### config.mk
export PLATFORM = sky130hd
export DESIGN_NAME = nfca_rx_sched
export DESIGN_NICKNAME = d
export VERILOG_FILES = /design/src/rtl/nfca_pkg.sv /design/src/rtl/nfca_adc_clkgen.sv /design/src/rtl/nfca_rx_sched.sv
export SDC_FILE = /design/constraint.sdc
export NUM_CORES = 1
export LEC_CHECK = 0
export ABC_AREA = 0
export BUFFER_PORTS_ARGS = -buffer_cell sky130_fd_sc_hd__buf_4
export CORE_ASPECT_RATIO = 0.9
export CORE_MARGIN = 2
export CORE_UTILIZATION = 45
export CTS_BUF_LIST = sky130_fd_sc_hd__clkbuf_8
export DETAILED_ROUTE_END_ITERATION = 16
export GPL_TIMING_DRIVEN = 0
export PLACE_DENSITY = 0.68
export SYNTH_ARGS = -nofsm -noshare
export SYNTH_HDL_FRONTEND = slang
export SYNTH_HIERARCHICAL = 1
export SYNTH_SLANG_ARGS = --single-unit
### constraint.sdc
create_clock -name clk -period 1.95 [get_ports clk]
set_input_delay 0.39 -clock clk [delete_from_list [all_inputs] [get_ports clk]]
set_output_delay 0.39 -clock clk [all_outputs]
set_load 0.05 [all_outputs]
### src/rtl/nfca_pkg.sv
// Shared NFC-A receive-path types and the ADC sample-rate divider constant.
// No logic; imported by the scheduler and the ADC clock generator.
package nfca_pkg;

  typedef enum logic [1:0] {
    RX_IDLE,
    RX_GUARD,
    RX_WAIT_SOF,
    RX_ACTIVE
  } rx_state_t;

  localparam int ADC_DIV = 32;

endpackage

### src/rtl/nfca_adc_clkgen.sv
// Free-running ADC phase divider: adc_clk, sample capture and one-clk adc_data_en every DIV clk.
// Capture-to-strobe latency 1 clk; no backpressure, the divider never stalls.
module nfca_adc_clkgen
  import nfca_pkg::*;
#(
  parameter int DIV       = ADC_DIV,
  parameter int CAP_PHASE = 20
) (
  input  logic        clk,
  input  logic        rstn,
  input  logic [11:0] adc_raw,
  output logic        adc_clk,
  output logic        adc_data_en,
  output logic [11:0] adc_data
);

  localparam int PW = $clog2(DIV);
  localparam logic [PW-1:0] HALF = PW'(DIV / 2);
  localparam logic [PW-1:0] CAP  = PW'(CAP_PHASE);

  logic [PW-1:0] r_phase;
  logic          r_adc_clk;
  logic          r_data_en;
  logic [11:0]   r_data;
  logic          w_cap;

  assign w_cap = (r_phase == CAP);

  // DIV is a power of two, so the phase counter wraps on its own.
  always_ff @(posedge clk or negedge rstn) begin
    if (!rstn) begin
      r_phase   <= '0;
      r_adc_clk <= 1'b0;
      r_data_en <= 1'b0;
      r_data    <= '0;
    end else begin
      r_phase   <= r_phase + 1'b1;
      r_adc_clk <= (r_phase < HALF);
      r_data_en <= w_cap;
      if (w_cap) begin
        r_data <= adc_raw;
      end
    end
  end

  assign adc_clk     = r_adc_clk;
  assign adc_data_en = r_data_en;
  assign adc_data    = r_data;

endmodule

### src/rtl/nfca_rx_sched.sv
// Receive-window sequencer: guard after tx_done, wait for SOF, forward ASK strobes until silence or timeout.
// rx_ask_en -> rx_bit_en 1 clk, tx_done -> busy 1 clk; no backpressure, strobes are consumed as they arrive.
module nfca_rx_sched
  import nfca_pkg::*;
#(
  parameter int DIV             = ADC_DIV,
  parameter int CAP_PHASE       = 20,
  parameter int GUARD_SAMPLES   = 128,
  parameter int TIMEOUT_SAMPLES = 16384,
  parameter int SILENCE_SAMPLES = 64
) (
  input  logic        clk,
  input  logic        rstn,
  output logic        adc_clk,
  input  logic [11:0] adc_raw,
  output logic        adc_data_en,
  output logic [11:0] adc_data,
  input  logic        rx_ask_en,
  input  logic        rx_ask,
  input  logic        tx_done,
  input  logic        rx_abort,
  output logic        rx_win,
  output logic        rx_bit_en,
  output logic        rx_bit,
  output logic        rx_end,
  output logic        rx_timeout,
  output logic        busy
);

  localparam int SCNT_W = $clog2(TIMEOUT_SAMPLES) + 1;
  localparam int ZCNT_W = $clog2(SILENCE_SAMPLES) + 1;
  localparam logic [SCNT_W-1:0] GUARD_LAST = SCNT_W'(GUARD_SAMPLES - 1);
  localparam logic [SCNT_W-1:0] TO_LAST    = SCNT_W'(TIMEOUT_SAMPLES - 1);
  localparam logic [ZCNT_W-1:0] SIL_LAST   = ZCNT_W'(SILENCE_SAMPLES - 1);

  rx_state_t          r_state, w_state_nxt;
  logic [SCNT_W-1:0]  r_scnt, w_scnt_nxt;
  logic [ZCNT_W-1:0]  r_zcnt, w_zcnt_nxt;
  logic               w_fwd, w_end, w_timeout;
  logic               r_bit_en, r_bit, r_end, r_timeout;

  nfca_adc_clkgen #(
    .DIV       (DIV),
    .CAP_PHASE (CAP_PHASE)
  ) u_clkgen (
    .clk         (clk),
    .rstn        (rstn),
    .adc_raw     (adc_raw),
    .adc_clk     (adc_clk),
    .adc_data_en (adc_data_en),
    .adc_data    (adc_data)
  );

  // rx_abort beats tx_done beats the strobe; only the strobe advances the counters.
  always_comb begin
    w_state_nxt = r_state;
    w_scnt_nxt  = r_scnt;
    w_zcnt_nxt  = r_zcnt;
    w_fwd       = 1'b0;
    w_end       = 1'b0;
    w_timeout   = 1'b0;
    if (rx_abort) begin
      w_state_nxt = RX_IDLE;
      w_scnt_nxt  = '0;
      w_zcnt_nxt  = '0;
    end else if (tx_done) begin
      w_state_nxt = RX_GUARD;
      w_scnt_nxt  = '0;
      w_zcnt_nxt  = '0;
    end else if (rx_ask_en) begin
      case (r_state)
        RX_IDLE: begin
          w_state_nxt = RX_IDLE;
        end
        RX_GUARD: begin
          if (r_scnt == GUARD_LAST) begin
            w_state_nxt = RX_WAIT_SOF;
            w_scnt_nxt  = '0;
          end else begin
            w_scnt_nxt = r_scnt + 1'b1;
          end
        end
        RX_WAIT_SOF: begin
          if (rx_ask) begin
            w_state_nxt = RX_ACTIVE;
            w_zcnt_nxt  = '0;
            w_fwd       = 1'b1;
          end else if (r_scnt == TO_LAST) begin
            w_state_nxt = RX_IDLE;
            w_scnt_nxt  = '0;
            w_timeout   = 1'b1;
          end else begin
            w_scnt_nxt = r_scnt + 1'b1;
          end
        end
        RX_ACTIVE: begin
          w_fwd = 1'b1;
          if (rx_ask) begin
            w_zcnt_nxt = '0;
          end else if (r_zcnt == SIL_LAST) begin
            w_state_nxt = RX_IDLE;
            w_zcnt_nxt  = '0;
            w_end       = 1'b1;
          end else begin
            w_zcnt_nxt = r_zcnt + 1'b1;
          end
        end
        default: begin
          w_state_nxt = RX_IDLE;
        end
      endcase
    end
  end

  always_ff @(posedge clk or negedge rstn) begin
    if (!rstn) begin
      r_state   <= RX_IDLE;
      r_scnt    <= '0;
      r_zcnt    <= '0;
      r_bit_en  <= 1'b0;
      r_bit     <= 1'b0;
      r_end     <= 1'b0;
      r_timeout <= 1'b0;
    end else begin
      r_state   <= w_state_nxt;
      r_scnt    <= w_scnt_nxt;
      r_zcnt    <= w_zcnt_nxt;
      r_bit_en  <= w_fwd;
      r_end     <= w_end;
      r_timeout <= w_timeout;
      if (w_fwd) begin
        r_bit <= rx_ask;
      end
    end
  end

  assign rx_win     = (r_state == RX_ACTIVE);
  assign busy       = (r_state != RX_IDLE);
  assign rx_bit_en  = r_bit_en;
  assign rx_bit     = r_bit;
  assign rx_end     = r_end;
  assign rx_timeout = r_timeout;

endmodule

==> flow_results.xml, run 1 <==
<?xml version="1.0" encoding="UTF-8"?>
<metrics>
  <group name="sta">
    <metric name="grt_setup_unrepaired" unit="">yes</metric>
    <metric name="tightest_slew" unit="ns">0.584</metric>
    <metric name="clock_skew" unit="ns">0.00456</metric>
    <metric name="setup-tns-final" unit="ns">-0.461</metric>
    <metric name="timing.final.ws_setup" unit="ns">-0.0949</metric>
    <metric name="timing.final.max_slew_violations" unit="">0</metric>
    <metric name="hold_viol_final" unit="">0</metric>
    <metric name="final_min_period_over_clock_period" unit="%">105</metric>
    <metric name="final_period_minus_worst_setup_slack" unit="ns">2.04</metric>
    <metric name="timing.final.setup_violations" unit="">9</metric>
    <metric name="slew_headroom" unit="%">61.0</metric>
    <metric name="fmax" unit="MHz">489</metric>
  </group>
  <group name="yosys">
    <metric name="dominant_cells_by_area_after_synthesis" unit="">sky130_fd_sc_hd__dfrtp_1, sky130_fd_sc_hd__mux2_4, sky130_fd_sc_hd__nand3_1, sky130_fd_sc_hd__ha_1, sky130_fd_sc_hd__o21ai_0</metric>
    <metric name="async_flop_share" unit="%">100</metric>
    <metric name="syn_inst" unit="">240</metric>
    <metric name="number_of_enable_flip_flop_cells_after_synthesis" unit="">0</metric>
    <metric name="synth_area_per_cell" unit="sq um">10.2</metric>
    <metric name="yosys_warnings" unit="">6</metric>
    <metric name="synth_cell_types" unit="">43</metric>
    <metric name="number_of_flip_flops_and_latches_in_the_synthesized_netlist" unit="">47</metric>
    <metric name="synth.top_cell.area_share" unit="%">48.1</metric>
    <metric name="synth-main-ff-cell" unit="">sky130_fd_sc_hd__dfrtp_1</metric>
    <metric name="syn-cell-area" unit="sq mm">0.00244</metric>
    <metric name="register_area_share_after_synthesis" unit="%">48.1</metric>
    <metric name="netlist.top_cell.by_area" unit="">sky130_fd_sc_hd__dfrtp_1</metric>
    <metric name="syn_nets" unit="">266</metric>
  </group>
  <group name="power">
    <metric name="worst_ir_drop_vdd" unit="mV">0.372</metric>
    <metric name="powerDensity" unit="mW/mm^2">606</metric>
    <metric name="power.leakage" unit="nW">1.37</metric>
  </group>
  <group name="layout">
    <metric name="final_net_count" unit="">321</metric>
    <metric name="drive_gt1_share" unit="%">34.1</metric>
    <metric name="area_growth" unit="%">27.7</metric>
    <metric name="diodes" unit="">0</metric>
  </group>
  <group name="floorplanning">
    <metric name="floorplan.initialDensity" unit="%">46.5</metric>
    <metric name="number_of_core_rows" unit="">25</metric>
    <metric name="top_level_ports" unit="">38</metric>
    <metric name="core-area" unit="sq mm">0.00526</metric>
    <metric name="fp.dieW" unit="um">81.7</metric>
    <metric name="die_y_extent" unit="um">73.9</metric>
    <metric name="design.die.area" unit="sq mm">0.00604</metric>
  </group>
  <group name="route">
    <metric name="detailedRoute.firstPassIterationCount" unit="">5</metric>
    <metric name="detail_route.wl_per_cell" unit="um">15.5</metric>
    <metric name="drt-total-wl" unit="mm">5.62</metric>
    <metric name="route.vias.total" unit="">2064</metric>
    <metric name="via_density_per_instance" unit="">5.69</metric>
    <metric name="ant_nets" unit="">0</metric>
    <metric name="drt_iter0_markers" unit="">133</metric>
    <metric name="post-route-drc-count" unit="">0</metric>
  </group>
  <group name="clocking">
    <metric name="clock_insertion_delay_worst_skew" unit="ns">0.30</metric>
    <metric name="clk_pin_slew_worst_paths" unit="ns">0.09</metric>
    <metric name="clock-sinks" unit="">47</metric>
    <metric name="cts_root_buffer" unit="">sky130_fd_sc_hd__clkbuf_8</metric>
    <metric name="clock_tree_from_tritoncts" unit="">yes</metric>
    <metric name="postCtsHoldBufs" unit="">0</metric>
    <metric name="cts_inserted_buffers" unit="">5</metric>
    <metric name="htree_levels" unit="">2</metric>
    <metric name="cts_buffer_depth" unit="">2</metric>
  </group>
  <group name="placed_design">
    <metric name="gp_congestion" unit="">0.845</metric>
    <metric name="pre_cts_slack" unit="ns">-0.352</metric>
    <metric name="number_of_i_o_port_buffers" unit="">37</metric>
    <metric name="post-dp-hpwl" unit="mm">3.67</metric>
  </group>
  <group name="worst_setup_path">
    <metric name="cp-start-kind" unit="">flip-flop</metric>
    <metric name="worstPathMaxFanout" unit="">10</metric>
    <metric name="timing.reg2reg.setup_slack" unit="ns">-0.09</metric>
    <metric name="cp.arrival" unit="ns">2.23</metric>
    <metric name="worst_r2r_src" unit="">r_scnt[1]</metric>
    <metric name="cp_cell_sequence" unit="">ha_2 &gt; nand3_2 &gt; nor4_2 &gt; nand2_1 &gt; clkbuf_4 &gt; a31oi_1 &gt; o22ai_1</metric>
    <metric name="timing.critical_path.to_type" unit="">flip-flop</metric>
    <metric name="worst_path_max_delay_cell" unit="">sky130_fd_sc_hd__dfrtp_1</metric>
    <metric name="ff2ff_path_depth" unit="">7</metric>
    <metric name="worst_r2r_endpoint" unit="">r_scnt[9]</metric>
    <metric name="crit_type" unit="">reg -&gt; reg</metric>
    <metric name="critical_path.max_stage_delay" unit="ns">0.44</metric>
    <metric name="required" unit="ns">2.13</metric>
  </group>
  <group name="run">
    <metric name="cap_viol_max_count" unit="">0</metric>
  </group>
  <group name="run_status">
    <metric name="run_status" unit="">finished, violations left</metric>
    <metric name="violations_in_the_final_reports" unit="">negative setup slack</metric>
  </group>
  <group name="min_path">
    <metric name="holdCritPathClass" unit="">in -&gt; async</metric>
  </group>
  <group name="global_route">
    <metric name="first_pass_grt_wire_length" unit="mm">8.58</metric>
    <metric name="grt_overflow" unit="">0</metric>
    <metric name="grt_pass1_vias" unit="">1810</metric>
    <metric name="grtUsageTotal" unit="%">18.5</metric>
    <metric name="number_of_antenna_violations_at_the_first_check_in_global_routing" unit="">0</metric>
    <metric name="largest_net_degree_at_the_start_of_global_routing" unit="">48</metric>
  </group>
</metrics>
-- layout by cell type (no fill, tap or decap), types with 2 or more instances in the layout --
cell type,count
sky130_fd_sc_hd__a31oi_1,7
sky130_fd_sc_hd__a31oi_4,2
sky130_fd_sc_hd__and3_1,4
sky130_fd_sc_hd__buf_2,3
sky130_fd_sc_hd__buf_4,47
sky130_fd_sc_hd__buf_6,2
sky130_fd_sc_hd__clkbuf_8,6
sky130_fd_sc_hd__dfrtp_1,44
sky130_fd_sc_hd__dfrtp_2,3
sky130_fd_sc_hd__ha_1,5
sky130_fd_sc_hd__ha_4,2
sky130_fd_sc_hd__inv_1,17
sky130_fd_sc_hd__mux2_2,3
sky130_fd_sc_hd__mux2_4,9
sky130_fd_sc_hd__mux2i_1,2
sky130_fd_sc_hd__nand2_1,19
sky130_fd_sc_hd__nand2b_1,5
sky130_fd_sc_hd__nand3_1,19
sky130_fd_sc_hd__nand3_2,3
sky130_fd_sc_hd__nand4_1,8
sky130_fd_sc_hd__nand4b_1,3
sky130_fd_sc_hd__nor2_1,10
sky130_fd_sc_hd__nor3_1,8
sky130_fd_sc_hd__nor4_1,2
sky130_fd_sc_hd__nor4_2,2
sky130_fd_sc_hd__nor4_4,2
sky130_fd_sc_hd__o21ai_0,15
sky130_fd_sc_hd__o21ai_1,4
sky130_fd_sc_hd__o22ai_1,6
sky130_fd_sc_hd__o31ai_1,2
sky130_fd_sc_hd__o41ai_1,2
sky130_fd_sc_hd__or2_2,2
sky130_fd_sc_hd__or4_4,2
sky130_fd_sc_hd__xnor2_1,3
-- critical path, delay by kind of cell (launching register included) --
family          cells  cell delay (ns)
buf+inv             1             0.25
compound gates      2             0.24
simple gates        3             0.72
flops               1             0.44
fa+ha+maj           1             0.27
-- power by group --
part           leakage, nW  switching, mW  internal [mW]
clock               0.0474          0.342          0.290
combinational        0.713          0.156         0.0962
sequential           0.612         0.0134          0.993
-- how the worst max path moves through the flow --
| stage | depth (start not counted) | endpoint | start | slack [ns] |
|---|---|---|---|---|
| after floorplan | 7 | r_zcnt[2] | r_state[0] | 0.008 |
| after global placement | 7 | r_scnt[12] | r_state[0] | -0.35 |
| after detailed placement | 7 | r_scnt[4] | r_state[0] | -0.35 |
| after CTS | 6 | r_scnt[10] | r_scnt[8] | -0.005 |
| after global routing | 7 | r_scnt[10] | r_scnt[1] | -0.13 |
| final | 7 | r_scnt[9] | r_scnt[1] | -0.09 |
-- cell type report --
type	instances	area, sq um
plain buffers	5	40.0
clock buffers	6	82.6
clock inverters	2	16.3
fillers	448	2130
inverters	18	67.6
multi-input cells	170	1290
flip-flops and latches	47	1180
well taps	67	83.8
repair buffers	48	358
-- kinds of logic after synthesis --
| logic type | after synthesis | share of synthesized area [%] |
|---|---|---|
| multiplexers | 14 | 7.73 |
| AND/OR/NAND/NOR | 101 | 23.9 |
| adder cells (fa/ha/maj) | 8 | 4.10 |
| AO/OA/AOI/OAI | 43 | 10.4 |
| buffers and inverters | 23 | 4.25 |
| flip-flops | 47 | 48.1 |
| XOR/XNOR | 4 | 1.43 |
-- metal layers --
metal	global-route usage (%)	share of wire (%)	vias up
met5	0	0	-
met4	5.93	1.0	0
met3	3.69	7.0	7
met2	28.0	44	82
met1	27.1	48	987
li1	-	-	988
-- synthesized netlist by cell type, types with 2 or more instances --
cell,number
sky130_fd_sc_hd__nor4b_1,2
sky130_fd_sc_hd__nand4b_1,3
sky130_fd_sc_hd__nor3_1,8
sky130_fd_sc_hd__or2_2,2
sky130_fd_sc_hd__dfrtp_1,47
sky130_fd_sc_hd__nand4_1,8
sky130_fd_sc_hd__nand2_1,20
sky130_fd_sc_hd__inv_1,18
sky130_fd_sc_hd__o41ai_1,2
sky130_fd_sc_hd__buf_2,2
sky130_fd_sc_hd__xnor2_1,3
sky130_fd_sc_hd__nor2_1,10
sky130_fd_sc_hd__nor4_1,5
sky130_fd_sc_hd__mux2_4,9
sky130_fd_sc_hd__a31oi_1,9
sky130_fd_sc_hd__nand2b_1,5
sky130_fd_sc_hd__or4_4,2
sky130_fd_sc_hd__o22ai_1,6
sky130_fd_sc_hd__o31ai_1,2
sky130_fd_sc_hd__mux2_2,3
sky130_fd_sc_hd__o21ai_0,18
sky130_fd_sc_hd__ha_1,8
sky130_fd_sc_hd__mux2i_1,2
sky130_fd_sc_hd__nand3_1,22
sky130_fd_sc_hd__and3_1,4
sky130_fd_sc_hd__a21oi_1,2
sky130_fd_sc_hd__buf_6,2
-- per-stage QoR --
stage          util, %  power [mW]  area (sq um)  std cells  hold slack (ns)
2_1_floorplan        -        1.15          2460        240           0.0944
3_3_place_gp      53.6        1.25          2820        344            0.440
3_5_place_dp      53.6        1.25          2820        344            0.440
4_1_cts           57.6        1.89          3030        359            0.114
5_1_grt           59.4        1.96          3120        363            0.134
6_report          59.4        1.89          3120        363           0.0904
-- state kept, by name, summed over array words and instances, names as in the netlist --
name / flops
rx_bit: 1
u_clkgen/r_phase: 5
u_clkgen/adc_data: 12
u_clkgen/adc_data_en: 1
rx_end: 1
r_zcnt: 7
r_scnt: 15
u_clkgen/adc_clk: 1
rx_timeout: 1
r_state: 2
rx_bit_en: 1
-- timing repair --
action                     in CTS  in global routing
gates resized for setup        15                 14
cloned                          0                  1
pin swaps                       2                  9
setup endpoints to repair      23                 22
setup buffers                   7                  3
Power figures use the tool's default switching activity.
==> inputs of run 2 (changes only) <==
- ABC_AREA: 0 -> 1
==> flow_results.xml, run 2 <==
<?xml version="1.0" encoding="UTF-8"?>
<metrics>
  <group name="route">
    <metric name="drt_iter0_markers" unit="">92</metric>
    <metric name="detail_route.wl_per_cell" unit="um">12.2</metric>
    <metric name="via_density_per_instance" unit="">4.96</metric>
    <metric name="ant_nets" unit="">0</metric>
    <metric name="route.vias.total" unit="">2226</metric>
    <metric name="post-route-drc-count" unit="">0</metric>
    <metric name="detailedRoute.firstPassIterationCount" unit="">4</metric>
    <metric name="drt-total-wl" unit="mm">5.50</metric>
  </group>
  <group name="yosys">
    <metric name="register_area_share_after_synthesis" unit="%">45.8</metric>
    <metric name="syn-cell-area" unit="sq mm">0.00257</metric>
    <metric name="netlist.top_cell.by_area" unit="">sky130_fd_sc_hd__dfrtp_1</metric>
    <metric name="syn_inst" unit="">330</metric>
    <metric name="synth_common_cells" unit="">sky130_fd_sc_hd__nand2_1, sky130_fd_sc_hd__dfrtp_1, sky130_fd_sc_hd__inv_1</metric>
    <metric name="synth_area_per_cell" unit="sq um">7.79</metric>
    <metric name="syn_nets" unit="">356</metric>
    <metric name="synth.top_cell.area_share" unit="%">45.8</metric>
    <metric name="number_of_flip_flops_and_latches_in_the_synthesized_netlist" unit="">47</metric>
    <metric name="synth_cell_types" unit="">32</metric>
    <metric name="most_numerous_cell_in_the_yosys_netlist" unit="">sky130_fd_sc_hd__nand2_1</metric>
    <metric name="yosys_warnings" unit="">6</metric>
    <metric name="number_of_enable_flip_flop_cells_after_synthesis" unit="">0</metric>
    <metric name="dominant_cells_by_area_after_synthesis" unit="">sky130_fd_sc_hd__dfrtp_1, sky130_fd_sc_hd__nand2_1, sky130_fd_sc_hd__nand3_1, sky130_fd_sc_hd__inv_1, sky130_fd_sc_hd__ha_1</metric>
    <metric name="async_flop_share" unit="%">100</metric>
    <metric name="synth-main-ff-cell" unit="">sky130_fd_sc_hd__dfrtp_1</metric>
  </group>
  <group name="run_status">
    <metric name="run_status" unit="">finished, final reports clean</metric>
  </group>
  <group name="worst_setup_path">
    <metric name="cp.arrival" unit="ns">2.01</metric>
    <metric name="cp-start-kind" unit="">flip-flop</metric>
    <metric name="timing.critical_path.to_type" unit="">flip-flop</metric>
    <metric name="worstPathMaxFanout" unit="">8</metric>
    <metric name="timing.reg2reg.setup_slack" unit="ns">0.19</metric>
    <metric name="worst_r2r_endpoint" unit="">r_scnt[4]</metric>
    <metric name="ff2ff_path_depth" unit="">10</metric>
    <metric name="worst_r2r_src" unit="">r_state[0]</metric>
    <metric name="required" unit="ns">2.19</metric>
    <metric name="crit_type" unit="">reg -&gt; reg</metric>
  </group>
  <group name="layout">
    <metric name="diodes" unit="">0</metric>
    <metric name="design_area" unit="sq mm">0.00306</metric>
    <metric name="area_growth" unit="%">19.1</metric>
    <metric name="final_net_count" unit="">404</metric>
    <metric name="layout.filler_cells" unit="">548</metric>
    <metric name="drive_gt1_share" unit="%">19.5</metric>
    <metric name="final_cell_mix" unit="">sky130_fd_sc_hd__nand2_1, sky130_fd_sc_hd__dfrtp_1, sky130_fd_sc_hd__buf_4, sky130_fd_sc_hd__inv_1, sky130_fd_sc_hd__nand3_1</metric>
    <metric name="register_containing_the_most_flip_flops_in_the_final_layout" unit="">r_scnt</metric>
    <metric name="layout.cells.most_common" unit="">sky130_fd_sc_hd__nand2_1</metric>
    <metric name="largest_reg_flops" unit="">15</metric>
  </group>
  <group name="min_path">
    <metric name="holdCritPathClass" unit="">in -&gt; async</metric>
  </group>
  <group name="sta">
    <metric name="timing.final.max_slew_violations" unit="">0</metric>
    <metric name="setup-tns-final" unit="ns">0</metric>
    <metric name="final_period_minus_worst_setup_slack" unit="ns">1.76</metric>
    <metric name="grt_setup_unrepaired" unit="">no</metric>
    <metric name="slew_headroom" unit="%">59.6</metric>
    <metric name="fmax" unit="MHz">568</metric>
    <metric name="hold_viol_final" unit="">0</metric>
    <metric name="tightest_slew" unit="ns">0.606</metric>
    <metric name="final_min_period_over_clock_period" unit="%">90.3</metric>
    <metric name="timing.final.setup_violations" unit="">0</metric>
    <metric name="timing.final.ws_setup" unit="ns">0.188</metric>
    <metric name="fin_hold_ws" unit="ns">0.0934</metric>
    <metric name="clock_skew" unit="ns">0.00923</metric>
  </group>
  <group name="clocking">
    <metric name="clock_insertion_delay_worst_skew" unit="ns">0.30</metric>
    <metric name="cts_inserted_buffers" unit="">5</metric>
    <metric name="htree_levels" unit="">2</metric>
    <metric name="clock-sinks" unit="">47</metric>
    <metric name="cts_root_buffer" unit="">sky130_fd_sc_hd__clkbuf_8</metric>
    <metric name="clock_tree_from_tritoncts" unit="">yes</metric>
    <metric name="postCtsHoldBufs" unit="">0</metric>
    <metric name="cts_buffer_depth" unit="">2</metric>
    <metric name="clk_pin_slew_worst_paths" unit="ns">0.09</metric>
  </group>
  <group name="floorplanning">
    <metric name="die_y_extent" unit="um">75.7</metric>
    <metric name="core-area" unit="sq mm">0.00560</metric>
    <metric name="top_level_ports" unit="">38</metric>
    <metric name="design.die.area" unit="sq mm">0.00633</metric>
    <metric name="fp.dieW" unit="um">83.7</metric>
    <metric name="floorplan.initialDensity" unit="%">45.9</metric>
    <metric name="number_of_core_rows" unit="">26</metric>
  </group>
  <group name="run">
    <metric name="cap_viol_max_count" unit="">0</metric>
  </group>
  <group name="power">
    <metric name="worst_ir_drop_vdd" unit="mV">0.458</metric>
    <metric name="powerDensity" unit="mW/mm^2">587</metric>
    <metric name="power.leakage" unit="nW">1.63</metric>
    <metric name="power.total" unit="mW">1.80</metric>
  </group>
  <group name="global_route">
    <metric name="grtUsageTotal" unit="%">17.9</metric>
    <metric name="number_of_antenna_violations_at_the_first_check_in_global_routing" unit="">0</metric>
    <metric name="first_pass_grt_wire_length" unit="mm">9.09</metric>
    <metric name="largest_net_degree_at_the_start_of_global_routing" unit="">48</metric>
    <metric name="grt_pass1_vias" unit="">2011</metric>
    <metric name="grt_overflow" unit="">0</metric>
  </group>
  <group name="placed_design">
    <metric name="gp_congestion" unit="">0.865</metric>
    <metric name="number_of_i_o_port_buffers" unit="">37</metric>
    <metric name="pre_cts_slack" unit="ns">0.0524</metric>
    <metric name="placement_stage_cell_area" unit="sq mm">0.00294</metric>
    <metric name="post-dp-hpwl" unit="mm">4.02</metric>
  </group>
</metrics>
==> run 2: changes by cell type in the layout (fill, tap and decap cells not counted), sizes merged, moves of 10 or more <==
cell / change
nor2: +22
mux2: -12
inv: +26
nand3: +16
nand2: +82
a21oi: +10
==> run 2: cells by family (layout without fill, tap and decap cells) <==
logic type,Yosys count,in the layout,synth area share (%)
flip-flops,47,47,45.8
buffers and inverters,49,98,7.98
AND/OR/NAND/NOR,187,187,33.7
adder cells (fa/ha/maj),8,8,3.89
XOR/XNOR,3,3,1.02
AO/OA/AOI/OAI,36,36,7.64
==> run 2: how the worst max path moves through the flow <==
stage	startpoint	end	slack, ns	cells after the start
global placement	r_state[0]	r_scnt[12]	0.08	10
floorplan	r_state[0]	r_zcnt[2]	0.23	9
detailed placement	r_state[0]	r_scnt[12]	0.05	10
global route	r_state[0]	r_scnt[12]	0.04	10
CTS	r_state[0]	r_scnt[12]	0.05	10
finish	r_state[0]	r_scnt[4]	0.19	10
==> run 2: layout make-up <==
cell class	count	area (sq um)	share of cell area [%]
buffer	5	40.0	1.31
clock buffer	5	68.8	2.25
clock inverter	3	21.3	0.695
timing repair buffer	41	308	10.1
sequential	47	1180	38.4
multi-input combinational	234	1190	38.9
inverter	44	169	5.52
tap	70	87.6	2.86
==> run 2: where the power goes <==
| group | internal [mW] | total (mW) | leakage [nW] | switching (mW) |
|---|---|---|---|---|
| registers | 0.990 | 1.00 | 0.618 | 0.0110 |
| logic | 0.0714 | 0.210 | 0.962 | 0.139 |
| clock network | 0.253 | 0.587 | 0.0495 | 0.334 |
| total | 1.31 | 1.80 | 1.63 | 0.484 |
==> run 2: metrics by stage <==
stage,util (%),std cells
global route,54.7,449
CTS,54.1,445
finish,54.7,449
floorplan,-,330
detailed placement,52.5,437
global placement,52.5,437
==> run 2: worst max-delay path: stages (launching register included) <==
cell	delay, ns
sky130_fd_sc_hd__dfrtp_1	0.40
sky130_fd_sc_hd__inv_1	0.07
sky130_fd_sc_hd__ha_1	0.26
sky130_fd_sc_hd__nand2_1	0.10
sky130_fd_sc_hd__nand3_1	0.17
sky130_fd_sc_hd__nand2_2	0.17
sky130_fd_sc_hd__clkinvlp_4	0.17
sky130_fd_sc_hd__buf_4	0.17
sky130_fd_sc_hd__nor2_1	0.08
sky130_fd_sc_hd__o22ai_1	0.07
sky130_fd_sc_hd__inv_1	0.05
==> run 2: metal layers <==
metal	wire length [um]	vias up	share of wire, %	GRT usage, %
li1	-	1154	-	-
met1	2750	1013	50	25.4
met2	2400	57	44	28.1
met3	321	2	5.8	3.90
met4	24	0	0.44	4.66
met5	0	-	0	0
==> run 2: repair_timing <==
item / in CTS / in global routing
setup buffers: 0 / 4
setup endpoints to repair: 0 / 3
resized for setup: 0 / 2
